[config.mk]
export PLATFORM = sky130hd
export DESIGN_NAME = uart_hex_loader
export DESIGN_NICKNAME = d
export VERILOG_FILES = /design/src/rtl/hex_loader_pkg.sv /design/src/rtl/hex_nibble_decode.sv /design/src/rtl/uart_hex_loader.sv
export SDC_FILE = /design/constraint.sdc
export NUM_CORES = 1
export LEC_CHECK = 0
export CORE_AREA = 2 2 131 146
export CTS_BUF_LIST = sky130_fd_sc_hd__clkbuf_8
export CTS_CLUSTER_DIAMETER = 60
export DETAILED_ROUTE_END_ITERATION = 8
export DIE_AREA = 0 0 133 148
export PLACE_DENSITY = 0.9
export SYNTH_ARGS = -nofsm -noshare
export SYNTH_HDL_FRONTEND = slang
export SYNTH_SLANG_ARGS = --single-unit
[constraint.sdc]
create_clock -name clk_i -period 12.7 [get_ports clk_i]
set_clock_uncertainty 0.15 [all_clocks]
set_input_delay 3.175 -clock clk_i [delete_from_list [all_inputs] [get_ports clk_i]]
set_output_delay 3.175 -clock clk_i [all_outputs]
set_load 0.02 [all_outputs]
[src/rtl/hex_loader_pkg.sv]
// Shared types and constants for the UART Intel-HEX loader.
// Contents: FSM state enum, record-type codes, error codes, field widths,
// and a helper that keeps the first error code once err is set.
package hex_loader_pkg;

    localparam int unsigned ADDR_W = 32;
    localparam int unsigned DATA_W = 32;
    localparam int unsigned STRB_W = 4;
    localparam int unsigned BYTE_W = 8;
    localparam int unsigned CNT_W  = 9;   // LL (max 255) + 4 header bytes + CC

    typedef enum logic [2:0] {
        ST_IDLE,
        ST_START,
        ST_FIELD,
        ST_WRITE,
        ST_CHECK,
        ST_DONE
    } state_t;

    localparam logic [BYTE_W-1:0] REC_DATA      = 8'h00;
    localparam logic [BYTE_W-1:0] REC_EOF       = 8'h01;
    localparam logic [BYTE_W-1:0] REC_EXT_LIN   = 8'h04;
    localparam logic [BYTE_W-1:0] REC_START_LIN = 8'h05;

    localparam logic [BYTE_W-1:0] ASCII_COLON = 8'h3A;

    localparam logic [2:0] ERR_NONE = 3'd0;
    localparam logic [2:0] ERR_HEX  = 3'd1;
    localparam logic [2:0] ERR_CSUM = 3'd2;
    localparam logic [2:0] ERR_TYPE = 3'd3;
    localparam logic [2:0] ERR_LEN  = 3'd4;

    // Error code latch: only the first error is reported.
    function automatic logic [2:0] first_code(input logic       err,
                                              input logic [2:0] cur,
                                              input logic [2:0] code);
        return err ? cur : code;
    endfunction

endpackage

[src/rtl/hex_nibble_decode.sv]
// ASCII hex digit to nibble decoder (combinational).
// Ports: ascii  - input byte
//        nibble - decoded value 0..15 (0 when invalid)
//        valid  - high for 0-9, A-F, a-f
module hex_nibble_decode (
    input  logic [7:0] ascii,
    output logic [3:0] nibble,
    output logic       valid
);

    always_comb begin
        nibble = 4'h0;
        valid  = 1'b0;
        if (ascii >= 8'h30 && ascii <= 8'h39) begin
            nibble = 4'(ascii - 8'h30);
            valid  = 1'b1;
        end else if (ascii >= 8'h41 && ascii <= 8'h46) begin
            nibble = 4'(ascii - 8'h37);
            valid  = 1'b1;
        end else if (ascii >= 8'h61 && ascii <= 8'h66) begin
            nibble = 4'(ascii - 8'h57);
            valid  = 1'b1;
        end
    end

endmodule

[src/rtl/uart_hex_loader.sv]
// Intel-HEX boot loader: parses ASCII records from an RX FIFO, writes
// type-00 data bytes to memory, tracks the extended linear base (04) and
// start address (05), and releases the CPU after a clean EOF (01).
// Ports: clk_i/rst_i (sync active-high reset), rx_valid_i/rx_data_i/rx_ready_o
//        FIFO pop interface, mem_req_o/mem_addr_o/mem_wdata_o/mem_wstrb_o/
//        mem_ack_i byte-lane write port, cpu_hold_o, entry_pc_o, done_o,
//        err_o, err_code_o status.
module uart_hex_loader
    import hex_loader_pkg::*;
#(
    parameter logic [31:0] RESET_PC = 32'h8010_0000
) (
    input  logic              clk_i,
    input  logic              rst_i,
    input  logic              rx_valid_i,
    input  logic [BYTE_W-1:0] rx_data_i,
    output logic              rx_ready_o,
    output logic              mem_req_o,
    output logic [ADDR_W-1:0] mem_addr_o,
    output logic [DATA_W-1:0] mem_wdata_o,
    output logic [STRB_W-1:0] mem_wstrb_o,
    input  logic              mem_ack_i,
    output logic              cpu_hold_o,
    output logic [ADDR_W-1:0] entry_pc_o,
    output logic              done_o,
    output logic              err_o,
    output logic [2:0]        err_code_o
);

    state_t state, state_d;

    logic [BYTE_W-1:0] rec_len, rec_len_d;
    logic [15:0]       rec_addr, rec_addr_d;
    logic [BYTE_W-1:0] rec_type, rec_type_d;
    logic [BYTE_W-1:0] csum, csum_d;
    logic [CNT_W-1:0]  cnt, cnt_d;
    logic [3:0]        hi_nib, hi_nib_d;
    logic              phase, phase_d;
    logic [DATA_W-1:0] acc, acc_d;
    logic [15:0]       base_hi16, base_hi16_d;

    logic              rx_ready_d, mem_req_d, cpu_hold_d, done_d, err_d;
    logic [ADDR_W-1:0] mem_addr_d, entry_pc_d;
    logic [DATA_W-1:0] mem_wdata_d;
    logic [STRB_W-1:0] mem_wstrb_d;
    logic [2:0]        err_code_d;

    logic              pop;
    logic [3:0]        nib;
    logic              nib_ok;
    logic [BYTE_W-1:0] byte_val;
    logic [BYTE_W-1:0] sum_new;
    logic              in_start;
    logic [BYTE_W-1:0] ctx_csum;
    logic [CNT_W-1:0]  ctx_cnt;
    logic              ctx_phase;
    logic [ADDR_W-1:0] wr_addr;

    hex_nibble_decode u_dec (
        .ascii  (rx_data_i),
        .nibble (nib),
        .valid  (nib_ok)
    );

    assign pop      = rx_valid_i & rx_ready_o;
    assign byte_val = {hi_nib, nib};

    // START clears the record context in the same cycle it may consume the
    // first LL digit, so field handling sees a zeroed context there.
    assign in_start  = (state == ST_START);
    assign ctx_csum  = in_start ? '0 : csum;
    assign ctx_cnt   = in_start ? '0 : cnt;
    assign ctx_phase = in_start ? 1'b0 : phase;
    assign sum_new   = ctx_csum + byte_val;
    assign wr_addr   = {base_hi16, rec_addr} + ADDR_W'(ctx_cnt - CNT_W'(4));

    // Next-state and next-output logic.
    always_comb begin
        state_d     = state;
        rec_len_d   = rec_len;
        rec_addr_d  = rec_addr;
        rec_type_d  = rec_type;
        csum_d      = csum;
        cnt_d       = cnt;
        hi_nib_d    = hi_nib;
        phase_d     = phase;
        acc_d       = acc;
        base_hi16_d = base_hi16;
        mem_req_d   = mem_req_o;
        mem_addr_d  = mem_addr_o;
        mem_wdata_d = mem_wdata_o;
        mem_wstrb_d = mem_wstrb_o;
        entry_pc_d  = entry_pc_o;
        done_d      = done_o;
        err_d       = err_o;
        err_code_d  = err_code_o;

        case (state)
            ST_IDLE: begin
                if (pop && rx_data_i == ASCII_COLON) state_d = ST_START;
            end
            ST_START, ST_FIELD: begin
                state_d = ST_FIELD;
                csum_d  = ctx_csum;
                cnt_d   = ctx_cnt;
                phase_d = ctx_phase;
                if (pop) begin
                    if (rx_data_i == ASCII_COLON) begin
                        err_d      = 1'b1;
                        err_code_d = first_code(err_o, err_code_o, ERR_LEN);
                        state_d    = ST_START;
                    end else if (!nib_ok) begin
                        err_d      = 1'b1;
                        err_code_d = first_code(err_o, err_code_o, ERR_HEX);
                        state_d    = ST_IDLE;
                    end else if (!ctx_phase) begin
                        hi_nib_d = nib;
                        phase_d  = 1'b1;
                    end else begin
                        phase_d = 1'b0;
                        csum_d  = sum_new;
                        cnt_d   = ctx_cnt + CNT_W'(1);
                        if (ctx_cnt == CNT_W'(0)) begin
                            rec_len_d = byte_val;
                        end else if (ctx_cnt == CNT_W'(1)) begin
                            rec_addr_d[15:8] = byte_val;
                        end else if (ctx_cnt == CNT_W'(2)) begin
                            rec_addr_d[7:0] = byte_val;
                        end else if (ctx_cnt == CNT_W'(3)) begin
                            rec_type_d = byte_val;
                            // Reject unsupported types and bad lengths before any data.
                            case (byte_val)
                                REC_DATA: state_d = ST_FIELD;
                                REC_EOF: begin
                                    if (rec_len != 8'd0) begin
                                        err_d      = 1'b1;
                                        err_code_d = first_code(err_o, err_code_o, ERR_LEN);
                                        state_d    = ST_IDLE;
                                    end
                                end
                                REC_EXT_LIN: begin
                                    if (rec_len != 8'd2) begin
                                        err_d      = 1'b1;
                                        err_code_d = first_code(err_o, err_code_o, ERR_LEN);
                                        state_d    = ST_IDLE;
                                    end
                                end
                                REC_START_LIN: begin
                                    if (rec_len != 8'd4) begin
                                        err_d      = 1'b1;
                                        err_code_d = first_code(err_o, err_code_o, ERR_LEN);
                                        state_d    = ST_IDLE;
                                    end
                                end
                                default: begin
                                    err_d      = 1'b1;
                                    err_code_d = first_code(err_o, err_code_o, ERR_TYPE);
                                    state_d    = ST_IDLE;
                                end
                            endcase
                        end else if (ctx_cnt == CNT_W'(rec_len) + CNT_W'(4)) begin
                            state_d = ST_CHECK;
                        end else begin
                            acc_d = {acc[23:0], byte_val};
                            if (rec_type == REC_DATA) begin
                                state_d     = ST_WRITE;
                                mem_req_d   = 1'b1;
                                mem_addr_d  = {wr_addr[ADDR_W-1:2], 2'b00};
                                mem_wdata_d = {4{byte_val}};
                                mem_wstrb_d = 4'b0001 << wr_addr[1:0];
                            end
                        end
                    end
                end
            end
            ST_WRITE: begin
                if (mem_ack_i) begin
                    mem_req_d   = 1'b0;
                    mem_wstrb_d = '0;
                    state_d     = ST_FIELD;
                end
            end
            ST_CHECK: begin
                state_d = ST_IDLE;
                if (csum != 8'h00) begin
                    err_d      = 1'b1;
                    err_code_d = first_code(err_o, err_code_o, ERR_CSUM);
                end else begin
                    case (rec_type)
                        REC_EXT_LIN:   base_hi16_d = acc[15:0];
                        REC_START_LIN: entry_pc_d  = acc;
                        REC_EOF: begin
                            state_d = ST_DONE;
                            done_d  = 1'b1;
                        end
                        default: state_d = ST_IDLE;
                    endcase
                end
            end
            ST_DONE: state_d = ST_DONE;
            default: state_d = ST_IDLE;
        endcase

        rx_ready_d = (state_d == ST_IDLE) || (state_d == ST_START) || (state_d == ST_FIELD);
        cpu_hold_d = !(done_o && !err_o);
    end

    // State and output registers.
    always_ff @(posedge clk_i) begin
        if (rst_i) begin
            state       <= ST_IDLE;
            rec_len     <= '0;
            rec_addr    <= '0;
            rec_type    <= '0;
            csum        <= '0;
            cnt         <= '0;
            hi_nib      <= '0;
            phase       <= 1'b0;
            acc         <= '0;
            base_hi16   <= '0;
            rx_ready_o  <= 1'b0;
            mem_req_o   <= 1'b0;
            mem_addr_o  <= '0;
            mem_wdata_o <= '0;
            mem_wstrb_o <= '0;
            cpu_hold_o  <= 1'b1;
            entry_pc_o  <= RESET_PC;
            done_o      <= 1'b0;
            err_o       <= 1'b0;
            err_code_o  <= ERR_NONE;
        end else begin
            state       <= state_d;
            rec_len     <= rec_len_d;
            rec_addr    <= rec_addr_d;
            rec_type    <= rec_type_d;
            csum        <= csum_d;
            cnt         <= cnt_d;
            hi_nib      <= hi_nib_d;
            phase       <= phase_d;
            acc         <= acc_d;
            base_hi16   <= base_hi16_d;
            rx_ready_o  <= rx_ready_d;
            mem_req_o   <= mem_req_d;
            mem_addr_o  <= mem_addr_d;
            mem_wdata_o <= mem_wdata_d;
            mem_wstrb_o <= mem_wstrb_d;
            cpu_hold_o  <= cpu_hold_d;
            entry_pc_o  <= entry_pc_d;
            done_o      <= done_d;
            err_o       <= err_d;
            err_code_o  <= err_code_d;
        end
    end

endmodule

==> impl_summary.md, run 1 <==
STA
The maximum operating frequency is around 140 MHz. Setup repair after global routing left no endpoint under its margin. The count of final setup violators is 0. At the pin with the least slew margin, the transition time is ~1100 ps. Summed over all failing endpoints, the final setup total negative slack is 0 ps. The time the final worst path needs with I/O delays and setup is roughly 7000 ps.

The share of the clock period used by the worst path is around 55%. The relative slew slack is approximately a quarter. The count of final max-slew check failures is 0.

The number of failing hold endpoints at the final stage is 0.

Floorplan
The die outline area is between 15,000 and 20,000 µm². 120 I/O pins were placed. The floorplan core area is roughly 18,000 µm². The initial utilization of the core area, before any placement, comes to between 50 and 60%. The total number of placement rows is 52.

From left edge to right edge, the die measures 133 µm. The vertical extent of the die is between 100 and 150 µm.

Clocking
The count of instances resized after the clock tree is built is 0. The clock passes through at most 2 buffers. After clock tree synthesis, the flow added hold-fix buffers numbering 0.

In this run the number of H-tree levels came out at 4. The CTS buffer count is 17. After clock tree synthesis, the clock-pin slew on the worst setup and hold paths is ~100 ps. The clock latency at the later pin of the worst-skew pair is around 500 ps. The CTS tree is yes. In this run the post-CTS setup repair buffer count came out at 0. CTS placed an instance of clkbuf_8 at the clock tree root. The clock net in this run drives a total of between 150 and 200 sinks.

GRT
The first global-routing pass estimated around 40,000 µm of wire. The maximum number of pins on one net before global-route repair is about 110. In the global route stage, overall resource usage came out at between 20 and 30%. The total overflow left after global routing is 0. The initial antenna violation count is 0. The number of global-route vias before repair came to 8,366.

Pwr
The power after layout is a little over 1 mW. For this design the ratio of total power to cell area is between 90 and 100 nW/µm². For this design the static power due to leakage is around 4.4 nW.

Across the VDD grid, the largest voltage drop is around 0.00006 V.

Logic synthesis
Ranked by total cell area, the synthesized netlist is headed by dfxtp_1 38%, nand2_1 10%, a21oi_1 8.4%. The compound-gate portion of the synthesized area is between 10% and 20%. Among all flip-flop cells after synthesis, the most frequent one is dfxtp_1. The main combinational cell family by area after synthesis is simple AND/OR/NAND/NOR gates. The total number of yosys warnings is 0.

The portion of synthesized area spent on multiplexers is under 10%. The synthesized instance count is between 1,000 and 1,500. dfxtp_1 takes more of the synthesized area than any other cell. In the synthesized netlist the async set-or-reset flop fraction comes to 0%. Of the synthesized area, sequential elements account for 38.0%. Counting flops with a built-in enable in the synthesized netlist gives 0. The simple-gate share of the synthesized area is roughly 22%. The xor and xnor fraction of the mapped netlist area is 5.07%.

After synthesis the netlist holds a flip-flop and latch count of approximately 190. The adder-cell share of the synthesized area is under 10%. The count of unique library cells instantiated by Yosys is 73. The fraction of synthesized cell area taken by the top area cell type is 38.0%.

The post-synth design cell area is 9850 µm². Dividing the synthesized area by the synthesized cell count gives 7.93 µm².

Route
The first detailed-routing pass took 5 iterations. For this block, the initial DRC count from the detailed router was 794. Dividing the detail-routed via count by the number of cells gives approximately 5.7. The routed length per instance is between 15 and 20 µm.

The detail route stage leaves a number of antenna-violating nets equal to 0. The via total after detailed routing is roughly 8,900. The final routed wirelength across all metal layers is between 20,000 and 30,000 µm. The detailed-route DRC error count is 0.

Finish
The final cell count without fillers is 1,553. The fraction of layout instances using a drive strength above 1 is 5.27%. The area taken by multi-input logic gates is 5530 µm². Summing all flip-flop and latch instances after layout gives 3740 µm². Fill cells in the final layout number 1,526. The post-layout net count is between 1,000 and 1,500. From synthesis to final layout, the design area changed by 15.0%.

The number of antenna diodes in the final layout is 0.

Critical path
The register-to-register setup slack is between 7000 and 8000 ps. In this run the critical register-to-register path is launched from state[2]$_SDFF_PP0_. The critical path required time is 12,980 ps. The worst flop-to-flop path endpoint is mem_addr_o[31]$_SDFFE_PP0P_. Along the worst path, the maximum fanout reaches 9.

The depth of the worst register-to-register path is 15. The endpoint type of the worst setup path is a register. The data arrival time of the critical path is around 7300 ps.

The kind of critical path is in -> reg. STA classifies the critical path startpoint as a primary input.

Worst hold path
The source of the worst hold timing path is done_o$_SDFFE_PP0P_. Counting instances, the worst hold path has a depth of 1. The worst hold path terminates at cpu_hold_o$_SDFF_PP1_. The tightest min-delay check is of the reg -> reg type.

Placed design
After legalization and detailed placement, the total HPWL measured 17,500 µm. At the end of routability-driven placement, the weighted congestion stood at around 0.92. In this run, placement finished with an instance count of about 1,500. Buffers placed on the I/O ports in this run total 117.

Job
The count of max-cap constraint violations is 0.

Outcome
The run finished with clean final reports.
final cells by class:
class,instances,share of cell area [%]
clock buffers,19,2.31
well taps,243,2.68
repair buffers,126,10.9
inverters,28,0.939
clock inverters,13,1.28
multi-input cells,937,48.8
flip-flops and latches,187,33.0
synthesized netlist by cell type (3+ instances only):
cell and instances:
or3_1 4, xnor2_1 30, nor3_1 18, and2_1 3, nand2b_1 6, buf_2 6
nand4_1 7, ha_1 54, xor2_1 27, o21ai_1 3, o21bai_1 8, a21oi_1 165
a21o_1 23, o21ai_0 22, nand3b_1 5, nor2b_1 15, a22oi_1 5, nor3b_1 5
and3_1 10, mux2i_1 27, buf_4 35, inv_1 25, dfxtp_1 187, a211oi_1 16
a31oi_1 12, a211o_1 3, clkbuf_1 48, nor2_1 106, nand2_1 272, nor4_1 10
o31ai_1 5, nand3_1 23, o31a_1 3, a211oi_2 5
layout by cell type (no fill, tap or decap), drive strengths merged, types with 15 or more instances in the layout:
cell / instances
a211oi: 21
a21o: 23
a21oi: 166
clkbuf: 19
clkdlybuf4s50: 116
dfxtp: 187
ha: 54
inv: 35
mux2i: 27
nand2: 272
nand3: 24
nor2: 108
nor2b: 15
nor3: 20
o21ai: 25
xnor2: 30
xor2: 27
logic make-up after synthesis:
kind of cell             count (synthesis)
AND/OR/NAND/NOR                        501
flip-flops                             187
multiplexers                            27
other                                    1
buffers and inverters                  119
AO/OA/AOI/OAI                          294
adder cells (fa/ha/maj)                 56
XOR/XNOR                                57
per-layer routing:
layer / share of wire, % / global-route usage, % / vias to the layer above
met3: 6.2 / 5.35 / 56
met4: 2.7 / 10.4 / 0
met5: 0 / 0 / -
li1: - / - / 4339
met1: 41 / 30.8 / 4205
met2: 50 / 44.1 / 318
where the power goes:
group	switching [mW]	total (mW)	internal (mW)
clock	0.234	0.409	0.174
combinational	0.0198	0.0268	0.00695
sequential	0.0000908	0.586	0.586
total	0.254	1.02	0.767
state kept, by name (all words and copies together), names as in the netlist, 9 cells and up:
| register | cells |
|---|---|
| acc | 32 |
| base_hi16 | 16 |
| cnt | 9 |
| entry_pc_o | 32 |
| mem_addr_o | 30 |
| rec_addr | 16 |
metrics by stage:
step	setup slack, ps	instance area, µm²	util (%)	hold slack (ps)
after floorplan	6340	9850	-	286
after global placement	5380	10900	60.2	271
after detailed placement	5240	10900	60.2	263
after CTS	5730	11300	62.4	290
after global routing	5460	11300	62.4	325
final	5670	11300	62.4	296
worst max-delay path by stage:
| stage | to | cells past startpoint | slack (ps) | from |
|---|---|---|---|---|
| 3_3_place_gp | acc[21]$_SDFFE_PP0P_ | 12 | 5380 | rx_data_i[0] |
| 3_5_place_dp | acc[22]$_SDFFE_PP0P_ | 12 | 5240 | rx_data_i[0] |
| 2_1_floorplan | csum[5]$_SDFFE_PP0N_ | 16 | 6340 | rx_data_i[0] |
| 4_1_cts | acc[14]$_SDFFE_PP0P_ | 12 | 5730 | rx_data_i[0] |
| 6_report | csum[5]$_SDFFE_PP0N_ | 16 | 5670 | rx_data_i[0] |
| 5_1_grt | csum[5]$_SDFFE_PP0N_ | 16 | 5460 | rx_data_i[1] |
critical path, stage by stage:
cell and delay [ps]:
clkdlybuf4s50_1 700, inv_1 120, ha_1 250, nor3b_2 180, a311oi_4 390, nor2_2 140
nor2_1 630, ha_1 380, a21oi_1 210, nor2b_1 70, o21ai_0 240, nand2b_1 110
xnor2_1 130, a2111oi_0 390, a21oi_1 80, nor2_1 90
Power figures use the tool's default switching activity.
==> run 2: changes to the inputs <==
CORE_AREA = 2 2 135 150   (was 2 2 131 146)
DIE_AREA = 0 0 137 152   (was 0 0 133 148)
PLACE_DENSITY = 0.89   (was 0.9)
clock period = 6.3 ns   (was 12.7 ns; I/O delays follow)
==> run 2 against run 1 <==
  * Non-clock buffer count grew 5
  * Global-route usage shrank 1.5 points
  * Sequential share of layout area shrank 0.19 points
  * Final area grew 0.57%
  * Critical endpoint unchanged
  * Largest cell class unchanged
==> impl_summary.md, run 2 (synthesis results as in run 1) <==
Placed design
The worst-case setup slack after placement was 723 ps (-4520 ps). The placer's final routability congestion estimate was 0.952 (+2.9%). The post-DP HPWL came to 17,800 µm (+2.0%).

The total of buffers placed on input and output ports is 117 (unchanged).

GRT
The first-pass GRT wire length is 40,500 µm (about the same). The most utilized layer in the global route result is met2. The global-route usage over all layers came to 24.0% (-1.5 points). The initial antenna violation count is 0 (unchanged). The met1 demand-to-capacity share in global routing is 30.1% (-0.73 points).

The maximum number of pins on one net before global-route repair came to 99 (-13%). The fraction of met2 tracks used by global routing is 40.0% (-4.2 points). The global routing met3 resource utilization is 4.74% (-0.61 points).

The number of global-route vias before repair came to 8,348 (-0.22%). The global-route congestion overflow total is 0 (unchanged).

STA
The final-layout setup total negative slack was 0 ps (unchanged). The count of final setup violators came to 0 (unchanged). For the finished layout, the period the worst path requires is approximately 5000 ps. After layout, the worst path uses between 80% and 90% of the clock period. The count of final max-slew check failures was 0 (unchanged). Setup repair after global routing left no endpoint under its margin. The relative slew slack is 21.9% (-1.7 points). The worst setup margin is 1210 ps (-4470 ps). The maximum operating frequency is approximately 200 MHz. The number of failing hold endpoints at the final stage is 0 (unchanged). The transition time at the pin with the least slew margin is 1170 ps (+26.0 ps).

Finish
The commonest non-fill, non-tap cell in the layout is nand2_1. The antenna cell count is 0 (unchanged). In the layout the commonest cells are 272 x nand2_1, 187 x dfxtp_1, 165 x a21oi_1, 116 x clkdlybuf4s50_1, 106 x nor2_1. The post-layout net count was 1,370 (+0.37%).

The fraction of layout instances using a drive strength above 1 came to 5.63% (+0.36 points). The number of fillers in the final layout is 1,671 (+9.5%). The area taken by multi-input logic gates was 5530 µm² (unchanged).

The largest registers in the layout are acc (32), entry_pc_o (32), mem_addr_o (30). The core occupancy in the finished layout was 58.6% (-3.9 points). The area of all sequential standard cells is 3740 µm² (unchanged). Relative to the synthesized area, the layout overhead comes to 15.7%.

Clocking
The number of sinks on the clock net is 187 (unchanged). The clock transition time at the flip-flop clock pins of the worst setup and hold paths is 100 ps (about the same). The clock latency at the later pin of the worst-skew pair is 480 ps (-20 ps). The cell sitting at the root of the clock tree is a clkbuf_8. TritonCTS built the clock tree. The H-tree depth reported by CTS was 4 (unchanged). The number of buffers inserted to repair setup after CTS is 0 (unchanged). The count of instances resized after the clock tree is built is 0 (unchanged). The maximum number of buffers from clock root to sink is 2 (unchanged). The hold-fix buffer count after cts is 0 (unchanged). The CTS buffer count is 17 (unchanged).

Critical path
The depth of the worst register-to-register path is 16 (+1). The critical path required time is 6570 ps (-6410 ps). The setup path with the least slack is of type in -> reg. STA classifies the critical path startpoint as a primary input.

The endpoint identified for the worst register-to-register timing path is mem_addr_o[30]$_SDFFE_PP0P_. The maximum fanout encountered on the critical timing path is 10 (+1). The register-to-register setup slack came to 1510 ps (-6120 ps). STA classifies the critical path endpoint as a register. The data arrival time of the critical path is 5370 ps (-1930 ps). In this run the critical register-to-register path is launched from state[2]$_SDFF_PP0_.

Route
The antenna violation net count after detailed routing is 0 (unchanged). The final routed wirelength across all metal layers came to 24,800 µm (-1.7%). The post-detailed-route via-to-cell ratio is 5.71 (-0.64%).

The via total after detailed routing is 8,941 (+0.26%). The detailed-route DRC error count came to 0 (unchanged). The number of optimization iterations in the first detailed-route pass came to 5 (unchanged). The routed length per instance is 15.8 µm (-2.6%). The initial detailed-routing violation count came to 664 (-16%).

Floorplan
The total number of placement rows is 54 (+3.8%). The total I/O pin count is 120 (unchanged). The overall die width is 137 µm (+3.0%). The vertical extent of the die was 152 µm (+2.7%). The starting density of the core is 50.6% (-3.6 points). The floorplan core area is 19,500 µm² (+7.2%). The die outline area came to 20,800 µm² (+5.8%).

Pwr
The areal power density over the cells is 181 nW/µm² (+100%). The worst vdd rail ir drop is 0.000135 V (+120%). The leakage component of the power is 4.45 nW (+0.46%).

Job
The count of max-cap constraint violations came to 0 (unchanged).

Worst hold path
The worst hold path stage count was 1 (unchanged). The source of the worst hold timing path is done_o$_SDFFE_PP0P_. The path with the worst hold slack has its endpoint at cpu_hold_o$_SDFF_PP1_.

The worst min-delay path class is reg -> reg.

Outcome
The flow ran to the end, and the final reports show no timing, DRC or antenna violations.
-- run 2: metal layers --
layer  share of wire (%)  vias up
met2                  49      332
met4                 3.2        0
met3                 6.0       62
li1                    -     4349
met1                  42     4198
met5                   0        -
-- run 2: worst max-delay path by stage --
stage,start,end,slack (ps),depth (start not counted)
after floorplan,cnt[5]$_SDFFE_PP0N_,mem_addr_o[20]$_SDFFE_PP0P_,1480,15
after global placement,rx_data_i[0],csum[5]$_SDFFE_PP0N_,840,17
after detailed placement,rx_data_i[1],csum[5]$_SDFFE_PP0N_,720,17
after CTS,rx_data_i[1],csum[5]$_SDFFE_PP0N_,1240,17
after global routing,rx_data_i[1],csum[5]$_SDFFE_PP0N_,900,17
final,rx_data_i[1],csum[5]$_SDFFE_PP0N_,1210,17
-- run 2: layout make-up --
type,instances,area share (%)
Sequential cell,187,32.9
Clock buffer,19,2.29
Multi-Input combinational cell,937,48.6
Inverter,28,0.933
Clock inverter,13,1.31
Timing Repair Buffer,131,11.3
Tap cell,252,2.77
-- run 2: worst max-delay path, stage by stage --
cell	delay, ps
clkdlybuf4s50_1	700
inv_1	110
ha_1	240
o21bai_1	150
a21oi_1	190
a22oi_4	470
clkinv_2	130
ha_1	310
a21o_1	170
a21oi_1	210
nor2b_1	70
o21ai_0	220
nand2b_1	100
xnor2_1	130
a2111oi_0	410
a21oi_1	70
nor2_1	90
-- run 2: power breakdown --
part | total, mW | switching, mW | internal [mW]
Sequential | 1.18 | 0.000206 | 1.18
Combinational | 0.0542 | 0.0389 | 0.0153
Clock | 0.823 | 0.472 | 0.351
Total | 2.06 | 0.511 | 1.55
-- run 2: through the flow --
stage | hold WS [ps] | power (mW) | area (µm²) | std cells
global placement | 268 | 1.26 | 11000 | 1535
global route | 316 | 2.12 | 11400 | 1567
finish | 287 | 2.06 | 11400 | 1567
detailed placement | 265 | 1.26 | 11000 | 1535
CTS | 288 | 2.07 | 11400 | 1567
floorplan | 286 | 1.24 | 9850 | 1243
==> run 3: changes to the inputs <==
clock period = 4.15 ns   (was 6.3 ns; I/O delays follow)
==> run 3 against run 2 <==
  * Critical path depth grew 1
  * Die area is the same
  * First-iteration DRC count grew 29%
  * Global-route usage grew 0.58 points
  * Clock power grew 65%
  * Hold slack gained 19 ps
  * Routed wire length grew 5.0%
  * Combinational power grew 74%
  * Via count grew 3.7%
  * Register-to-register slack lost 1400 ps
  * Setup slack lost 1100 ps
  * Final area grew 5.1%
  * Largest cell class unchanged
  * Highest routed layer unchanged
==> impl_summary.md, run 3 (synthesis results as in run 1) <==
GRT
The global-route usage over all layers is 24.5% (+0.58 points). The first-pass GRT wire length is 41,800 µm (+3.1%). The number of global-route vias before repair is 8,778 (+5.2%). The maximum number of pins on one net before global-route repair was 69 (-30%). The initial antenna violation count is 0 (unchanged).

The global-route congestion overflow total is 0 (unchanged).

Route
The routed length per instance is 16.1 µm (+1.4%). The antenna violation net count after detailed routing came to 0 (unchanged). The via total after detailed routing is 9,271 (+3.7%). The number of optimization iterations in the first detailed-route pass is 5 (unchanged). The detailed-route DRC error count was 0 (unchanged). The final routed wirelength across all metal layers was 26,100 µm (+5.0%). The post-detailed-route via-to-cell ratio is 5.71 (+0.11%).

The initial detailed-routing violation count is 856 (+29%).

Placed design
The placer's final routability congestion estimate is 0.942 (-1.0%). The worst-case setup slack after placement is -368 ps (-1090 ps). The post-DP HPWL is 18,200 µm (+2.0%).

The cell total after placement came to 1,584 (+3.2%). The total of buffers placed on input and output ports is 117 (unchanged).

Clocking
The hold-fix buffer count after cts came to 0 (unchanged). The number of sinks on the clock net is 187 (unchanged). The CTS buffer count is 17 (unchanged). The clock latency at the later pin of the worst-skew pair is 500 ps (+20 ps).

The maximum number of buffers from clock root to sink was 2 (unchanged). The cell at the root of the clock tree is clkbuf_8. The CTS tree is yes.

The clock transition time at the flip-flop clock pins of the worst setup and hold paths is 110 ps (about the same). The H-tree depth reported by CTS is 4 (unchanged).

Critical path
The setup path with the least slack is of type reg -> reg. The critical path required time is 4430 ps (-2140 ps). The critical path starts at state[1]$_SDFF_PP0_. The worst flop-to-flop path endpoint is mem_addr_o[17]$_SDFFE_PP0P_.

The delay of the slowest critical-path stage came to 380 ps (-320 ps). The endpoint type of the worst setup path is a register. The most numerous cell type found on the critical path is buf_4. Walking the worst path, the cells encountered are inv_1, nand3b_1, buf_4, buf_4, nand2_1, inv_1, buf_4, ha_1, a211o_1, a21oi_1, o211ai_1, buf_4, a21oi_1, o21ai_1, a311oi_2, xnor2_1, nand2_1, a21oi_1. The register-to-register setup slack was 130 ps (-1380 ps).

The data arrival time of the critical path is 4300 ps (-1070 ps). On the critical path, the stage with the largest delay is an instance of dfxtp_2. The startpoint of the most critical register-to-register path is state[1]$_SDFF_PP0_. The maximum fanout encountered on the critical timing path is 6 (-4). The depth of the worst register-to-register path is 18 (+2). The launching element type of the critical path is a register.

Job
The count of max-cap constraint violations came to 0 (unchanged).

Pwr
The worst vdd rail ir drop was 0.000205 V (+52%). The power after layout came to 3.25 mW (+58%). The areal power density over the cells is 272 nW/µm² (+50%). The leakage component of the power is 4.77 nW (+7.3%).

STA
The relative slew slack came to 25.1% (+3.2 points). The maximum operating frequency is between 200 and 250 MHz. Setup repair after global routing left no endpoint under its margin.

Subtracting the final worst setup slack from the clock period gives 4020 ps. The number of failing hold endpoints at the final stage was 0 (unchanged). The final critical path takes up 96.8% of the cycle.

The count of final max-slew check failures is 0 (unchanged). The transition time at the pin with the least slew margin is 1120 ps (-48.1 ps). The count of final setup violators was 0 (unchanged).

The post-route worst hold slack was 305 ps (+18.6 ps). The worst setup margin is 133 ps (-1070 ps).

Worst hold path
The endpoint of the worst hold path is mem_addr_o[19]$_SDFFE_PP0P_. In this run the most critical hold path is launched from mem_addr_o[19]$_SDFFE_PP0P_. The worst min-delay path class is reg -> reg. The worst hold path stage count was 2 (+1).

Floorplan
The floorplan core area came to 19,500 µm² (unchanged). The total I/O pin count is 120 (unchanged). The die outline area is 20,800 µm² (unchanged).

The overall die width came to 137 µm (unchanged). The total number of placement rows is 54 (unchanged). The starting density of the core is 50.6% (unchanged).

The vertical extent of the die is 152 µm (unchanged).

Finish
The antenna cell count was 0 (unchanged). The largest registers in the layout are acc (32), entry_pc_o (32), mem_addr_o (30). The core occupancy in the finished layout is 61.5% (+3.0 points). Leaving out fill and tap cells, the most frequent cell in the layout is nand2_1. Leaving out fill and tap cells, the most frequent cells in the layout are 272 x nand2_1, 185 x dfxtp_1, 164 x a21oi_1, 115 x clkdlybuf4s50_1, 105 x nor2_1. The fraction of layout instances using a drive strength above 1 came to 10.4% (+4.7 points). The area growth from synthesis to layout is 21.6%. The post-layout net count is 1,426 (+4.1%).

The final cell count without fillers is 1,623 (+3.6%).

Outcome
The run finished with clean final reports.
[run 3: cell types whose count changed in the layout (fill, tap and decap cells not counted), sizes merged, moves of 2 or more]
cell / previous run / this run
buf: 15 / 71
clkbuf: 19 / 17
clkinvlp: 3 / 1
bufinv: 1 / 3
clkinv: 5 / 8
[run 3: worst max-delay path by stage]
stage / depth (start not counted) / endpoint / slack, ps
2_1_floorplan: 19 / mem_addr_o[30]$_SDFFE_PP0P_ / 80
3_3_place_gp: 15 / csum[5]$_SDFFE_PP0N_ / -340
3_5_place_dp: 17 / csum[5]$_SDFFE_PP0N_ / -370
4_1_cts: 17 / mem_addr_o[30]$_SDFFE_PP0P_ / 2
5_1_grt: 15 / csum[5]$_SDFFE_PP0N_ / 4
6_report: 18 / mem_addr_o[17]$_SDFFE_PP0P_ / 130
[run 3: metal layers]
metal,global-route usage [%],share of wire [%]
met5,0,0
met4,10.8,3.4
met3,4.77,6.8
met2,41.5,49
met1,30.0,41
[run 3: repair_timing]
item / in CTS / in global routing
setup endpoints to repair: 1 / 14
gates resized for setup: 0 / 15
setup buffers: 1 / 6
cloned: 0 / 0
pin swaps: 0 / 6
[run 3: cell type report]
class,count,area (µm²)
Clock buffer,17,234
Inverter,28,106
Sequential cell,187,3750
Tap cell,252,315
Timing Repair Buffer,187,1760
Multi-Input combinational cell,937,5590
Clock inverter,15,225
Fill cell,1597,7480
[run 3: power breakdown]
part / total [mW] / switching [mW] / internal [mW] / leakage [nW]
clock network: 1.36 / 0.736 / 0.627 / 0.226
logic: 0.0945 / 0.0640 / 0.0305 / 3.04
registers: 1.79 / 0.000284 / 1.79 / 1.51
[run 3: worst max-delay path, delay by kind of cell, from the launching register on]
family          cells  cell delay [ps]
fa+ha+maj           1              290
simple gates        3              400
xor+xnor            1              160
buf+inv             6              880
flops               1              380
compound gates      7             1680
[run 3: through the flow]
stage	instance area (µm²)	setup TNS [ps]
after floorplan	9870	0
after global placement	11400	-860
after detailed placement	11400	-2250
after CTS	11900	0
after global routing	12000	0
final	12000	0
